<file path="src/rtl/uart_tx_sched.sv">
// Round-robin scheduler sharing one UART serializer among NREQ packet requesters; optional lock timeout under UART_TX_SCHED_TIMEOUT_EN.
// Latency: byte accepted in S_IDLE -> tx_load next cycle; inside a packet, accept on first tx_busy=0 cycle, load one cycle later.
// Backpressure: req_ready only while idle or serializer free; tx_load never repeats until tx_busy has risen and fallen.
module uart_tx_sched #(
    parameter int NREQ    = 4,
    parameter int PTRW    = 2
`ifdef UART_TX_SCHED_TIMEOUT_EN
    ,
    parameter int TIMEOUT = 256
`endif
) (
    input  logic              clk,
    input  logic              rst,
    input  logic [NREQ-1:0]   req_valid,
    input  logic [8*NREQ-1:0] req_data,
    input  logic [NREQ-1:0]   req_last,
    output logic [NREQ-1:0]   req_ready,
    output logic [NREQ-1:0]   grant,
    output logic              tx_load,
    output logic [7:0]        tx_data,
    input  logic              tx_busy,
    output logic              sched_busy
`ifdef UART_TX_SCHED_TIMEOUT_EN
    ,
    output logic              timeout_evt
`endif
);

    typedef enum logic [1:0] {S_IDLE, S_LOAD, S_WAIT_ACK, S_WAIT_FREE} state_t;

    state_t          state_q, state_d;
    logic [NREQ-1:0] grant_q, grant_d;
    logic            tx_load_q, tx_load_d;
    logic [7:0]      tx_data_q, tx_data_d;
    logic            lock_q, lock_d;
    logic [PTRW-1:0] ptr_q, ptr_d;
    logic [PTRW-1:0] owner_q, owner_d;
    logic [NREQ-1:0] ready;
    logic [PTRW-1:0] win;
    logic [PTRW-1:0] scan_idx;
    logic            found;
    logic [7:0]      req_byte [NREQ];

`ifdef UART_TX_SCHED_TIMEOUT_EN
    localparam int CW = $clog2(TIMEOUT + 1);
    logic [CW-1:0]   cnt_q, cnt_d;
    logic            evt_q, evt_d;
`endif

    always_comb begin
        for (int i = 0; i < NREQ; i++) begin
            req_byte[i] = req_data[8*i +: 8];
        end
    end

    // Scan starts one past the last finished owner, so that owner has lowest priority.
    always_comb begin
        win      = ptr_q;
        found    = 1'b0;
        scan_idx = '0;
        for (int i = 1; i <= NREQ; i++) begin
            scan_idx = PTRW'((int'(ptr_q) + i) % NREQ);
            if (!found && req_valid[scan_idx]) begin
                found = 1'b1;
                win   = scan_idx;
            end
        end
    end

    always_comb begin
        state_d   = state_q;
        grant_d   = grant_q;
        tx_load_d = 1'b0;
        tx_data_d = tx_data_q;
        lock_d    = lock_q;
        ptr_d     = ptr_q;
        owner_d   = owner_q;
        ready     = '0;
`ifdef UART_TX_SCHED_TIMEOUT_EN
        cnt_d     = cnt_q;
        evt_d     = 1'b0;
`endif
        case (state_q)
            S_IDLE: begin
                if (|req_valid) begin
                    ready[win] = 1'b1;
                    tx_data_d  = req_byte[win];
                    grant_d    = NREQ'(1) << win;
                    owner_d    = win;
                    lock_d     = ~req_last[win];
                    tx_load_d  = 1'b1;
                    state_d    = S_LOAD;
                end
            end
            S_LOAD: begin
                state_d = S_WAIT_ACK;
            end
            S_WAIT_ACK: begin
                if (tx_busy) begin
                    state_d = S_WAIT_FREE;
                end
            end
            S_WAIT_FREE: begin
                if (!tx_busy) begin
                    if (lock_q) begin
                        if (req_valid[owner_q]) begin
                            ready[owner_q] = 1'b1;
                            tx_data_d      = req_byte[owner_q];
                            lock_d         = ~req_last[owner_q];
                            tx_load_d      = 1'b1;
                            state_d        = S_LOAD;
`ifdef UART_TX_SCHED_TIMEOUT_EN
                            cnt_d          = '0;
`endif
                        end else begin
`ifdef UART_TX_SCHED_TIMEOUT_EN
                            // Stalled owner: revoke the lock once the stall reaches TIMEOUT cycles.
                            if (cnt_q == CW'(TIMEOUT - 1)) begin
                                evt_d   = 1'b1;
                                lock_d  = 1'b0;
                                grant_d = '0;
                                ptr_d   = owner_q;
                                cnt_d   = '0;
                                state_d = S_IDLE;
                            end else begin
                                cnt_d = cnt_q + CW'(1);
                            end
`endif
                        end
                    end else begin
                        ptr_d   = owner_q;
                        grant_d = '0;
                        state_d = S_IDLE;
                    end
                end
            end
            default: state_d = S_IDLE;
        endcase
    end

    always_ff @(posedge clk) begin
        if (rst) begin
            state_q   <= S_IDLE;
            grant_q   <= '0;
            tx_load_q <= 1'b0;
            tx_data_q <= 8'hFF;
            lock_q    <= 1'b0;
            ptr_q     <= PTRW'(NREQ - 1);
            owner_q   <= '0;
`ifdef UART_TX_SCHED_TIMEOUT_EN
            cnt_q     <= '0;
            evt_q     <= 1'b0;
`endif
        end else begin
            state_q   <= state_d;
            grant_q   <= grant_d;
            tx_load_q <= tx_load_d;
            tx_data_q <= tx_data_d;
            lock_q    <= lock_d;
            ptr_q     <= ptr_d;
            owner_q   <= owner_d;
`ifdef UART_TX_SCHED_TIMEOUT_EN
            cnt_q     <= cnt_d;
            evt_q     <= evt_d;
`endif
        end
    end

    assign req_ready  = rst ? '0 : ready;
    assign grant      = grant_q;
    assign tx_load    = tx_load_q;
    assign tx_data    = tx_data_q;
    assign sched_busy = (state_q != S_IDLE);
`ifdef UART_TX_SCHED_TIMEOUT_EN
    assign timeout_evt = evt_q;
`endif

endmodule

</file>
<file path="config.mk">
export PLATFORM = sky130hd
export DESIGN_NAME = uart_tx_sched
export DESIGN_NICKNAME = d
export VERILOG_FILES = /design/src/rtl/uart_tx_sched.sv
export SDC_FILE = /design/constraint.sdc
export NUM_CORES = 1
export LEC_CHECK = 0
export CAP_MARGIN = 20
export CORE_MARGIN = 3
export CORE_UTILIZATION = 49
export DETAILED_ROUTE_END_ITERATION = 8
export GPL_ROUTABILITY_DRIVEN = 0
export PLACE_DENSITY = 0.95
export SLEW_MARGIN = 20
export SYNTH_ARGS = -nofsm -noshare
export SYNTH_HDL_FRONTEND = slang
export SYNTH_SLANG_ARGS = --single-unit
export TNS_END_PERCENT = 20
</file>
<file path="constraint.sdc">
create_clock -name clk -period 3.9 [get_ports clk]
set_clock_uncertainty 0.15 [all_clocks]
set_input_delay 0.975 -clock clk [delete_from_list [all_inputs] [get_ports clk]]
set_output_delay 0.975 -clock clk [all_outputs]
set_load 0.02 [all_outputs]
</file>
==> out/results.txt, run 1 <==
outcome -> complete, no violations
core footprint -> 3420 sq um
Setup CP Type -> input port to output port
htree depth -> 1
CTS tree -> built
register area -> 400 sq um
Setup Buffers After CTS -> 0
worst-path cell chain -> clkdlybuf4s50_1 > mux4_2 > or3b_4 > nor2_2 > a32oi_1 > nor2_1 > buf_2
initial DRC count -> 298
area of the multi-input gates -> 1190 sq um
Via density -> 6.39
nets -> 325
initial antenna violation count -> 0
Final setup viols -> 0
Pleak -> 1.01 nW
most frequent cells in the layout -> clkdlybuf4s50_1, buf_4, dfxtp_1, o31ai_1, inv_1
most common cell after layout, fill and taps aside -> clkdlybuf4s50_1
Hold Path Stages -> 2
TritonCTS Buffers -> 3
cell count after placement -> 320
worst-skew pair later-pin latency -> 310 ps
vias in the first global route -> 1955
Worst Path Required -> 2770 ps
Clock Sinks -> 20
Tightest Pin Transition -> 480 ps
Core Rows -> 21
Critical-path top delay cell -> clkdlybuf4s50_1
Avg Synthesized Cell Area -> 8.60 sq um
clk slew on worst S/H paths -> 110 ps
DRC -> 0
proportion of layout cells with a drive suffix above 1 -> 18.1%
Syn Nets -> 253
Final Cycle Share -> 97.1%
cell area after synthesis -> 1780 sq um
HP Class -> flop to flop
Area after DPL -> 2500 sq um
Yosys reg bits -> 20
Max stage delay on crit path -> 520 ps
Yosys cell types -> 43
Overall Global Routing Usage -> 26.6%
first-pass GRT wire length -> 9180 microns
VDD IR-drop max -> 0.374 mV
worst-case reg-to-reg path depth -> 7
max-cap violation count -> 0
Initial DRT Pass Iterations -> 4
number of diodes -> 0
DIE HEIGHT -> 66.3 microns
fin cells -> 323
post-route minimum period -> 3790 ps
Design Power -> 1.31 mW
Synth Warn # -> 0
IO Count -> 61
Finished Cell Area -> 2520 sq um
Post-DP HPWL -> 4130 microns
Slew Limit Fails -> 0
Async S/R FF share, synth -> 0%
via count -> 2063
final hold violation count -> 0
Post-Syn Instances -> 207
critical path endpoint category -> output port
Die Wd -> 66.3 microns
Clock Tree Root -> clkbuf_4
pwr/cell area -> 521 nW/um^2
die area -> 4390 sq um
fmax -> 0.264 GHz
IO buf count -> 60
final design utilization -> 73.7%
largest net degree at the start of global routing -> 20
area grow syn2layout -> 41.4%
total gr overflow -> 0
Longest Clk Path Bufs -> 2
initial core utilization -> 52.1%
Antenna Nets Post-Route -> 0
RSZ-0062 raised after global routing -> no
WP data arrival -> 2660 ps
Fill cells -> 278
Slew HR -> 68.0%
Main synth FF type -> dfxtp_1
worst-path maximum fanout -> 5
crit path launch type -> input port
final wirelength -> 5660 microns
share of the yosys chip area belonging to registers -> 22.5%
Routed WL per cell -> 17.5 microns
Post-synth EDFFs -> 0
==> worst paths after layout <==
check,slack [ps],endpoint,start
max reg2reg,1790,lock_q$_SDFFE_PP0P_,state_q[1]$_SDFFE_PP0P_
min,330,tx_data[1]$_SDFFE_PP1P_,tx_data[1]$_SDFFE_PP1P_
min reg2reg,330,tx_data[1]$_SDFFE_PP1P_,tx_data[1]$_SDFFE_PP1P_
max,110,req_ready[3],req_valid[2]
==> cells by family after synthesis <==
logic type	Yosys count	synth area share, %
AND/OR/NAND/NOR	61	19.4
flip-flops	20	22.5
buffers and inverters	36	11.0
multiplexers	12	13.8
adder cells (fa/ha/maj)	3	2.11
AO/OA/AOI/OAI	75	31.2
==> worst max-delay path: cells and delay by family <==
family / cells / cell delay (ps)
buf+inv: 2 / 690
compound gates: 1 / 70
mux: 1 / 290
simple gates: 3 / 640
==> what timing repair did <==
item | 4_1_cts | 5_1_grt
setup endpoints to repair | 4 | 4
gates resized for setup | 16 | 5
hold buffers | 0 | 0
==> stage by stage <==
step,hold slack (ps),worst slack (ps),setup TNS (ps)
floorplan,326,585,0
global placement,300,-372,-1430
detailed placement,305,-399,-1550
CTS,330,3.78,0
global route,355,5.97,0
finish,331,113,0
==> flip-flops by register name, summed over array words and instances (netlist names) <==
signal   count
ptr_q        2
grant        4
tx_load      1
state_q      2
lock_q       1
owner_q      2
tx_data      8
==> power by group <==
group          leakage, nW  internal [mW]  switching, mW
clock               0.0138         0.0361         0.0672
sequential           0.165          0.284         0.0507
combinational        0.836          0.408          0.466
total                 1.01          0.728          0.583
==> area by class of cell <==
cell class | instances | area share [%]
sequential | 20 | 15.9
clock buffer | 3 | 0.895
inverter | 16 | 2.39
tap | 46 | 2.29
multi-input combinational | 151 | 47.3
timing repair buffer | 87 | 31.2
==> cells in the mapped netlist, types with 3 or more instances <==
cell | number | area (sq um)
dfxtp_1 | 20 | 400
buf_2 | 8 | 40.0
ha_1 | 3 | 37.5
nand2_1 | 9 | 33.8
o21ai_0 | 3 | 15.0
nor3_1 | 3 | 15.0
buf_6 | 4 | 45.0
nor2_1 | 15 | 56.3
o31ai_1 | 19 | 143
clkbuf_1 | 4 | 15.0
nand4_1 | 9 | 56.3
nor2b_1 | 4 | 25.0
a32o_1 | 8 | 80.1
a211oi_1 | 9 | 67.6
a32oi_1 | 7 | 61.3
and4_1 | 8 | 70.1
a21oi_1 | 15 | 75.1
inv_1 | 16 | 60.1
mux4_2 | 10 | 225
==> layer usage <==
layer,share of wire (%),GRT usage (%),up-vias
li1,-,-,962
met1,41,33.7,977
met2,48,46.2,114
met3,9.1,4.42,10
met4,1.3,7.11,0
met5,0,0,-
Note: power is estimated with default switching activity, not from simulation.
==> inputs of run 2 (changes only) <==
GPL_ROUTABILITY_DRIVEN = not set   (was 0)
==> results of run 2 <==
Final layout, timing and power as in run 1 (identical DEF).
==> inputs of run 3 (changes only) <==
CORE_MARGIN = 8   (was 3)
GPL_ROUTABILITY_DRIVEN = 0   (was not set)
SKIP_CTS_REPAIR_TIMING = 1   (was not set)
==> out/results.txt, run 3 (synthesis results as in run 1) <==
DIE HEIGHT -> 76.3 microns (+15%)
worst-path maximum fanout -> 4 (-1)
Final Cycle Share -> 97.9% (+0.83 points)
IO Count -> 61 (unchanged)
post-route minimum period -> 3820 ps (+32.3 ps)
worst-case reg-to-reg path depth -> 7 (unchanged)
met3 usage -> 5.31% (+0.88 points)
TritonCTS Buffers -> 3 (unchanged)
htree depth -> 1 (unchanged)
Worst setup startpoint -> req_valid[2]
max-cap violation count -> 0 (unchanged)
outcome -> complete, no violations
Area after DPL -> 2510 sq um (about the same)
Sum Neg Setup Slack -> 0 ps (unchanged)
via count -> 2082 (+0.92%)
RSZ-0062 raised after global routing -> yes
pwr/cell area -> 530 nW/um^2 (+1.8%)
Antenna Nets Post-Route -> 0 (unchanged)
first-pass GRT wire length -> 9840 microns (+7.2%)
Clock Tree Root -> clkbuf_4
worst-skew pair later-pin latency -> 310 ps (about the same)
largest net degree at the start of global routing -> 20 (unchanged)
Routed WL per cell -> 18.3 microns (+4.4%)
Max stage delay on crit path -> 470 ps (-50 ps)
Critical path buffers and inverters -> 2 (unchanged)
Overall Global Routing Usage -> 19.6% (-7.0 points)
IO buf count -> 60 (unchanged)
core footprint -> 3580 sq um (+4.8%)
Critical R2R Launch -> state_q[0]$_SDFFE_PP0P_
worst slack, placed -> -449 ps (-50.1 ps)
number of diodes -> 0 (unchanged)
final design utilization -> 70.9% (-2.8 points)
worst-path cell chain -> clkdlybuf4s50_1 > mux4_2 > or3b_1 > nor2_1 > a32oi_1 > nor2_1 > clkbuf_2
CTS tree -> built
die area -> 5820 sq um (+32%)
Post-DP HPWL -> 4410 microns (+6.9%)
initial antenna violation count -> 0 (unchanged)
max reg flops -> 8 (unchanged)
Worst path top cell family by delay -> simple AND/OR/NAND/NOR gates
most common cell after layout, fill and taps aside -> clkdlybuf4s50_1
initial core utilization -> 49.7% (-2.4 points)
cell depth of the worst setup path -> 7 (unchanged)
final worst slack -> 80.3 ps (-32.3 ps)
final hold violation count -> 0 (unchanged)
crit path launch type -> input port
Pleak -> 1.03 nW (+1.3%)
Critical-path top delay cell -> clkdlybuf4s50_1
Worst R2R Setup Slack -> 1730 ps (-60 ps)
fin cells -> 326 (+0.93%)
R2R Path End -> lock_q$_SDFFE_PP0P_
Longest Clk Path Bufs -> 2 (unchanged)
DRC -> 0 (unchanged)
end of the critical path -> req_ready[1]
clk slew on worst S/H paths -> 130 ps (+20 ps)
Slew Limit Fails -> 0 (unchanged)
Initial DRT Pass Iterations -> 5 (+1)
Final setup viols -> 0 (unchanged)
HP Class -> flop to flop
Clock Sinks -> 20 (unchanged)
nets -> 325 (unchanged)
Finished Cell Area -> 2540 sq um (+0.85%)
WP data arrival -> 2690 ps (+30 ps)
Core Rows -> 22 (+4.8%)
total gr overflow -> 0 (unchanged)
area grow syn2layout -> 42.6%
Worst Path Required -> 2770 ps (about the same)
grt peak-use layer -> met2
Setup CP Type -> input port to output port
met2 usage -> 33.2% (-13 points)
most frequent cells in the layout -> clkdlybuf4s50_1, buf_4, dfxtp_1, o31ai_1, inv_1
Via density -> 6.39 (about the same)
Die Wd -> 76.3 microns (+15%)
vias in the first global route -> 2146 (+9.8%)
fmax -> 0.262 GHz (-0.84%)
CP most frequent cell -> nor2_1
proportion of layout cells with a drive suffix above 1 -> 17.3% (-0.78 points)
final wirelength -> 5970 microns (+5.4%)
initial DRC count -> 280 (-6.0%)
critical path endpoint category -> output port
VDD IR-drop max -> 0.414 mV (+11%)
Slew HR -> 68.2% (+0.24 points)
met1 usage -> 23.6% (-10 points)
Tightest Pin Transition -> 476 ps (-3.65 ps)
cell count after placement -> 322 (+0.63%)
[run 3: cell types whose count changed in the layout (fill, tap and decap cells not counted), moves of 2 or more]
cell,change
nor2_2,-2
buf_2,-3
nor2_1,+2
clkbuf_2,+2
[run 3: worst reg2reg max path: stages, from the launching register on]
cell	delay (ps)
dfxtp_1	360
ha_1	220
buf_4	200
inv_1	110
o311a_1	470
o31a_1	230
a21oi_1	70
a221oi_1	280
[run 3: per-stage QoR]
step | total power [mW] | hold WS [ps]
after floorplan | 0.904 | 326
after global placement | 1.20 | 297
after detailed placement | 1.22 | 306
after CTS | 1.35 | 336
after global routing | 1.44 | 358
final | 1.35 | 336
[run 3: worst min path at each step]
| stage | from | endpoint | depth (start not counted) |
|---|---|---|---|
| 6_report | tx_data[3]$_SDFFE_PP1P_ | tx_data[3]$_SDFFE_PP1P_ | 2 |
| 5_1_grt | tx_data[7]$_SDFFE_PP1P_ | tx_data[7]$_SDFFE_PP1P_ | 2 |
| 4_1_cts | tx_data[0]$_SDFFE_PP1P_ | tx_data[0]$_SDFFE_PP1P_ | 2 |
| 3_5_place_dp | tx_data[0]$_SDFFE_PP1P_ | tx_data[0]$_SDFFE_PP1P_ | 2 |
| 3_3_place_gp | tx_data[2]$_SDFFE_PP1P_ | tx_data[2]$_SDFFE_PP1P_ | 2 |
| 2_1_floorplan | state_q[0]$_SDFFE_PP0P_ | state_q[0]$_SDFFE_PP0P_ | 2 |
[run 3: cell type report]
type / instances / area, sq um
Inverter: 16 / 60.1
Tap cell: 48 / 60.1
Clock buffer: 4 / 36.3
Timing Repair Buffer: 87 / 793
Sequential cell: 20 / 400
Multi-Input combinational cell: 151 / 1190
Fill cell: 289 / 1040
[run 3: per-layer routing]
metal / up-vias / share of wire [%]
li1: 966 / -
met1: 958 / 40
met2: 149 / 48
met3: 9 / 12
met4: 0 / 0.82
met5: - / 0
[run 3: power breakdown]
| group | switching (mW) | internal [mW] | leakage [nW] |
|---|---|---|---|
| registers | 0.0505 | 0.284 | 0.165 |
| logic | 0.468 | 0.417 | 0.842 |
| clock network | 0.0694 | 0.0570 | 0.0210 |
